## config.mk

```make
export PLATFORM = sky130hd
export DESIGN_NAME = logic_unit_pipe
export DESIGN_NICKNAME = d
export VERILOG_FILES = /design/src/rtl/logic_unit_pkg.sv /design/src/rtl/logic_unit_stage.sv /design/src/rtl/logic_unit_pipe.sv
export SDC_FILE = /design/constraint.sdc
export NUM_CORES = 1
export LEC_CHECK = 0
export ABC_AREA = 1
export BUFFER_PORTS_ARGS = -buffer_cell sky130_fd_sc_hd__buf_2
export CORE_MARGIN = 3
export CORE_UTILIZATION = 44
export DETAILED_ROUTE_END_ITERATION = 16
export GPL_TIMING_DRIVEN = 0
export PLACE_DENSITY_LB_ADDON = 0.12
export SLEW_MARGIN = 20
export SYNTH_ARGS = -nofsm -noshare
export SYNTH_HDL_FRONTEND = slang
export SYNTH_SLANG_ARGS = --single-unit
```

## constraint.sdc

```tcl
create_clock -name clk -period 2.05 [get_ports clk]
set_input_delay 0.3075 -clock clk [delete_from_list [all_inputs] [get_ports clk]]
set_output_delay 0.3075 -clock clk [all_outputs]
set_load 0.02 [all_outputs]
```

## src/rtl/logic_unit_pkg.sv

```systemverilog
// Shared opcode encodings and result function for the pipelined logic unit.
// The function works at 64 bits; callers zero-extend operands and truncate.
package logic_unit_pkg;

    localparam logic [2:0] OP_AND    = 3'b000;
    localparam logic [2:0] OP_OR     = 3'b001;
    localparam logic [2:0] OP_NOR    = 3'b010;
    localparam logic [2:0] OP_NAND   = 3'b011;
    localparam logic [2:0] OP_XOR    = 3'b100;
    localparam logic [2:0] OP_XNOR   = 3'b101;
    localparam logic [2:0] OP_NOT_A  = 3'b110;
    localparam logic [2:0] OP_PASS_A = 3'b111;

    function automatic logic [63:0] lu_result(input logic [2:0]  op,
                                              input logic [63:0] a,
                                              input logic [63:0] b);
        logic [63:0] r;
        case (op)
            OP_AND:   r = a & b;
            OP_OR:    r = a | b;
            OP_NOR:   r = ~(a | b);
            OP_NAND:  r = ~(a & b);
            OP_XOR:   r = a ^ b;
            OP_XNOR:  r = ~(a ^ b);
            OP_NOT_A: r = ~a;
            default:  r = a;
        endcase
        return r;
    endfunction

endpackage

```

## src/rtl/logic_unit_stage.sv

```systemverilog
// One pipeline slice: valid, data and zero flag, loaded whenever the slice
// is empty or the downstream side can take its current contents.
module logic_unit_stage #(
    parameter int unsigned WIDTH = 4
) (
    input  logic             clk,
    input  logic             rst_n,
    input  logic             valid_i,
    input  logic [WIDTH-1:0] data_i,
    input  logic             zero_i,
    input  logic             ready_i,
    output logic             valid_o,
    output logic [WIDTH-1:0] data_o,
    output logic             zero_o
);

    logic             valid_q;
    logic [WIDTH-1:0] data_q;
    logic             zero_q;
    logic             load;

    assign load = ~valid_q | ready_i;

    always_ff @(posedge clk or negedge rst_n) begin
        if (!rst_n) begin
            valid_q <= 1'b0;
            data_q  <= '0;
            zero_q  <= 1'b0;
        end else if (load) begin
            valid_q <= valid_i;
            data_q  <= data_i;
            zero_q  <= zero_i;
        end
    end

    assign valid_o = valid_q;
    assign data_o  = data_q;
    assign zero_o  = zero_q;

endmodule

```

## src/rtl/logic_unit_pipe.sv

```systemverilog
// Pipelined bitwise logic unit with valid/ready flow control, aligned zero
// flag and a saturating count of completed output handshakes.
module logic_unit_pipe
    import logic_unit_pkg::*;
#(
    parameter int unsigned WIDTH  = 4,
    parameter int unsigned STAGES = 2,
    parameter int unsigned CNT_W  = 16
) (
    input  logic             clk,
    input  logic             rst_n,
    input  logic             in_valid,
    output logic             in_ready,
    input  logic [2:0]       op,
    input  logic [WIDTH-1:0] a,
    input  logic [WIDTH-1:0] b,
    output logic             out_valid,
    input  logic             out_ready,
    output logic [WIDTH-1:0] y,
    output logic             zero,
    output logic [CNT_W-1:0] op_cnt
);

    logic [63:0]      res_full;
    logic [WIDTH-1:0] res;
    logic [STAGES:0]  vch;
    logic [STAGES:0]  zch;
    logic [STAGES:0]  rdy;
    logic [WIDTH-1:0] dch [STAGES+1];
    logic [CNT_W-1:0] cnt_q;
    logic [CNT_W-1:0] cnt_d;

    assign res_full = lu_result(op, 64'(a), 64'(b));
    assign res      = res_full[WIDTH-1:0];

    assign vch[0] = in_valid;
    assign dch[0] = res;
    assign zch[0] = (res == '0);

    // Ready of slice g is the OR of out_ready and "some slice at or after g is
    // empty"; derived from registered valids so there is no combinational chain.
    assign rdy[STAGES] = out_ready;

    for (genvar g = 0; g < STAGES; g++) begin : g_stage
        assign rdy[g] = out_ready | ~(&vch[STAGES:g+1]);

        logic_unit_stage #(
            .WIDTH(WIDTH)
        ) u_stage (
            .clk     (clk),
            .rst_n   (rst_n),
            .valid_i (vch[g]),
            .data_i  (dch[g]),
            .zero_i  (zch[g]),
            .ready_i (rdy[g+1]),
            .valid_o (vch[g+1]),
            .data_o  (dch[g+1]),
            .zero_o  (zch[g+1])
        );
    end

    assign in_ready  = rdy[0];
    assign out_valid = vch[STAGES];
    assign y         = dch[STAGES];
    assign zero      = zch[STAGES];

    always_comb begin
        cnt_d = cnt_q;
        if (out_valid && out_ready && (cnt_q != '1)) begin
            cnt_d = cnt_q + 1'b1;
        end
    end

    always_ff @(posedge clk or negedge rst_n) begin
        if (!rst_n) begin
            cnt_q <= '0;
        end else begin
            cnt_q <= cnt_d;
        end
    end

    assign op_cnt = cnt_q;

endmodule

```

==> results.ini <==
[outcome]
status = finished, final reports clean

[synth]
synthTopCellsByCount = nand2_1, inv_1, nor2_1
synth_top_area_share_pct = 37.2
seq_area_frac_synth_pct = 37.2
yosysMostFrequentCell = nand2_1
synth_edf_count = 0
synthFlopType = dfrtp_1
syn_inst = 259
synth_cell_type_count = 25
synth_area_um2 = 1890
synth_top_cell_by_area = dfrtp_1
syn-mean-instance-area_um2 = 7.28
synthTopCellsByArea = dfrtp_1, nand2_1, inv_1
yosysWarnings = 0
synthArstFlopShare_pct = 100
postSynthNetCount = 283
ys_seq_elements = 28

[die]
num_rows = 23
core_um2 = 4060
fp.dieH_um = 71.5
start_util_pct = 46.5
die-area_um2 = 5110
chipWidth_um = 71.5
io_pins = 38

[sta]
grt_setup_unrepaired = no
fin_hold_ws_ps = 25.9
max_slew_margin_pct = 59.6
setup_viol = 0
hold_viol_final = 0
tns_ps = 0
final_max_slew_viol_count = 0
fin_worst_skew_ps = 1.08
fin_crit_ps = 1790
fmax_ghz = 0.557
finalCritPeriodShare_pct = 87.5
worst_slack_ps = 255
tightest_slew_ps = 606

[setup_path]
criticalPathCategory = reg2out
crit_chain = nand2_1 -> nor2_2 -> inv_1 -> buf_2
crit_cells = 4
worstPathMaxFanout = 7
cp-endpoint = in_ready
r2r_end = op_cnt[4]
critPathLaunchType = flop
critPathSlowestCell = dfrtp_1
slowest_delay_ps = 380
arrival_ps = 1490
worstSetupStartpoint = g_stage[1].u_stage.valid_o
reg2reg_from = op_cnt[0]
r2r_setup_slack_ps = 320
critPathCaptureType = primary output
critPathRequiredTime_ps = 1740
r2r_cells = 9
critPathBufInv = 2
worst_path_dominant_cell_family = simple AND/OR/NAND/NOR gates

[placed_design]
preCtsSetupSlack_ps = 299
place_hpwl_um = 3080
dp.cells = 346
gp_congestion = 0.820
portBuffers = 37

[finish]
synthToLayoutAreaGrowth_pct = 17.1
n_antenna_cell = 0
drive_above_1_share_pct = 21.7
final_util_pct = 54.4
finalNonFillerCells = 350
nets = 325

[global_routing]
grt_max_degree = 29
grt_pass1_wl_um = 6840
grt_antenna_before_repair = 0
grt_use_met2_pct = 23.6
met1_usage_pct = 25.3
grt_use_total_pct = 16.5
met3_usage_pct = 2.10
grt_pass1_vias = 1503
top_usage_layer = met1
grt_overflow = 0

[clock_network]
h-tree-depth = 1
clk_pin_slew_ps = 100
cts_made_buffers = 3
cts_setup_buffers = 0
cts_tree = yes
clock-sinks = 28
clkLatencyLatePin_ps = 280
clockRootBuffer = clkbuf_8
clock_path_buffers = 2

[detailed_routing]
routed_wl_um = 3970
postRouteAntennaNets = 0
drc = 0
first_pass_iters = 4
drt_iter0_drc = 84
wire_per_inst_um = 11.3
route.vias.total = 1707
viasPerCell = 4.88

[hold_path]
hold_class = in2async

[job]
cap_violations = 0

[power]
ir_worst_vdd_mv = 0.462
power.density_nw_per_um2 = 853
p_leak_nw = 1.16

==> metrics by stage <==
step                total power [mW]  area (um^2)
finish                          1.88         2210
global route                    2.02         2210
CTS                             1.91         2200
detailed placement              1.46         2130
global placement                1.45         2130
floorplan                       1.25         1890
==> cell families (layout without fill, tap and decap cells) <==
logic type               Yosys count  in the layout  synth area share, %
AND/OR/NAND/NOR                  152            152                 35.1
buffers and inverters             44             85                 10.6
flip-flops                        28             28                 37.2
AO/OA/AOI/OAI                     12             12                 3.98
multiplexers                       5              5                 2.99
adder cells (fa/ha/maj)            9              9                 5.97
XOR/XNOR                           9              9                 4.18
==> where the power goes <==
| part | internal [mW] | switching, mW |
|---|---|---|
| clock | 0.262 | 0.180 |
| combinational | 0.251 | 0.418 |
| sequential | 0.672 | 0.100 |
==> worst min path at each step <==
stage,from,to,slack [ps],cells past startpoint
finish,rst_n,op_cnt[12],30,1
global route,rst_n,op_cnt[13],70,1
CTS,rst_n,op_cnt[12],50,1
detailed placement,rst_n,op_cnt[12],360,1
global placement,rst_n,op_cnt[12],360,1
floorplan,rst_n,g_stage[0].u_stage.data_o[0],10,0
==> state kept, by name, indices dropped and copies added, names as in the netlist <==
name	count
g_stage.u_stage.data_o	8
op_cnt	16
g_stage.u_stage.zero_o	2
g_stage.u_stage.valid_o	2
==> cell type report <==
cell class	instances	area, um^2
multi-input cells	187	987
inverters	35	134
clock inverters	1	30.0
flip-flops and latches	28	701
plain buffers	9	66.3
well taps	50	62.6
clock buffers	3	41.3
repair buffers	37	185
fillers	408	1850
==> per-layer routing <==
metal | vias to the layer above | part of all wire, %
met5 | - | 0
li1 | 899 | -
met3 | 4 | 5.1
met1 | 762 | 52
met2 | 42 | 42
met4 | 0 | 1.3
==> cells in the final DEF (no fill, tap or decap), types with 2 or more instances in the layout <==
cell      count
o21ai_2       4
clkbuf_8      3
nor3_1        6
ha_1          9
nand2_1      75
buf_6         2
nand3_1      23
inv_1        33
dfrtp_1      28
o21ai_0       3
o21ai_1       4
buf_4         4
nand3b_1      6
xnor2_1       3
buf_2        39
nor2_1       28
xor2_1        6
mux2_2        5
nand4_1       9
nor2_2        3
==> what timing repair did <==
action / in CTS / in global routing
gates resized for setup: 0 / 1
setup endpoints to repair: 0 / 1
hold buffers: 0 / 0
No activity file was read; power rests on OpenSTA's default activity.
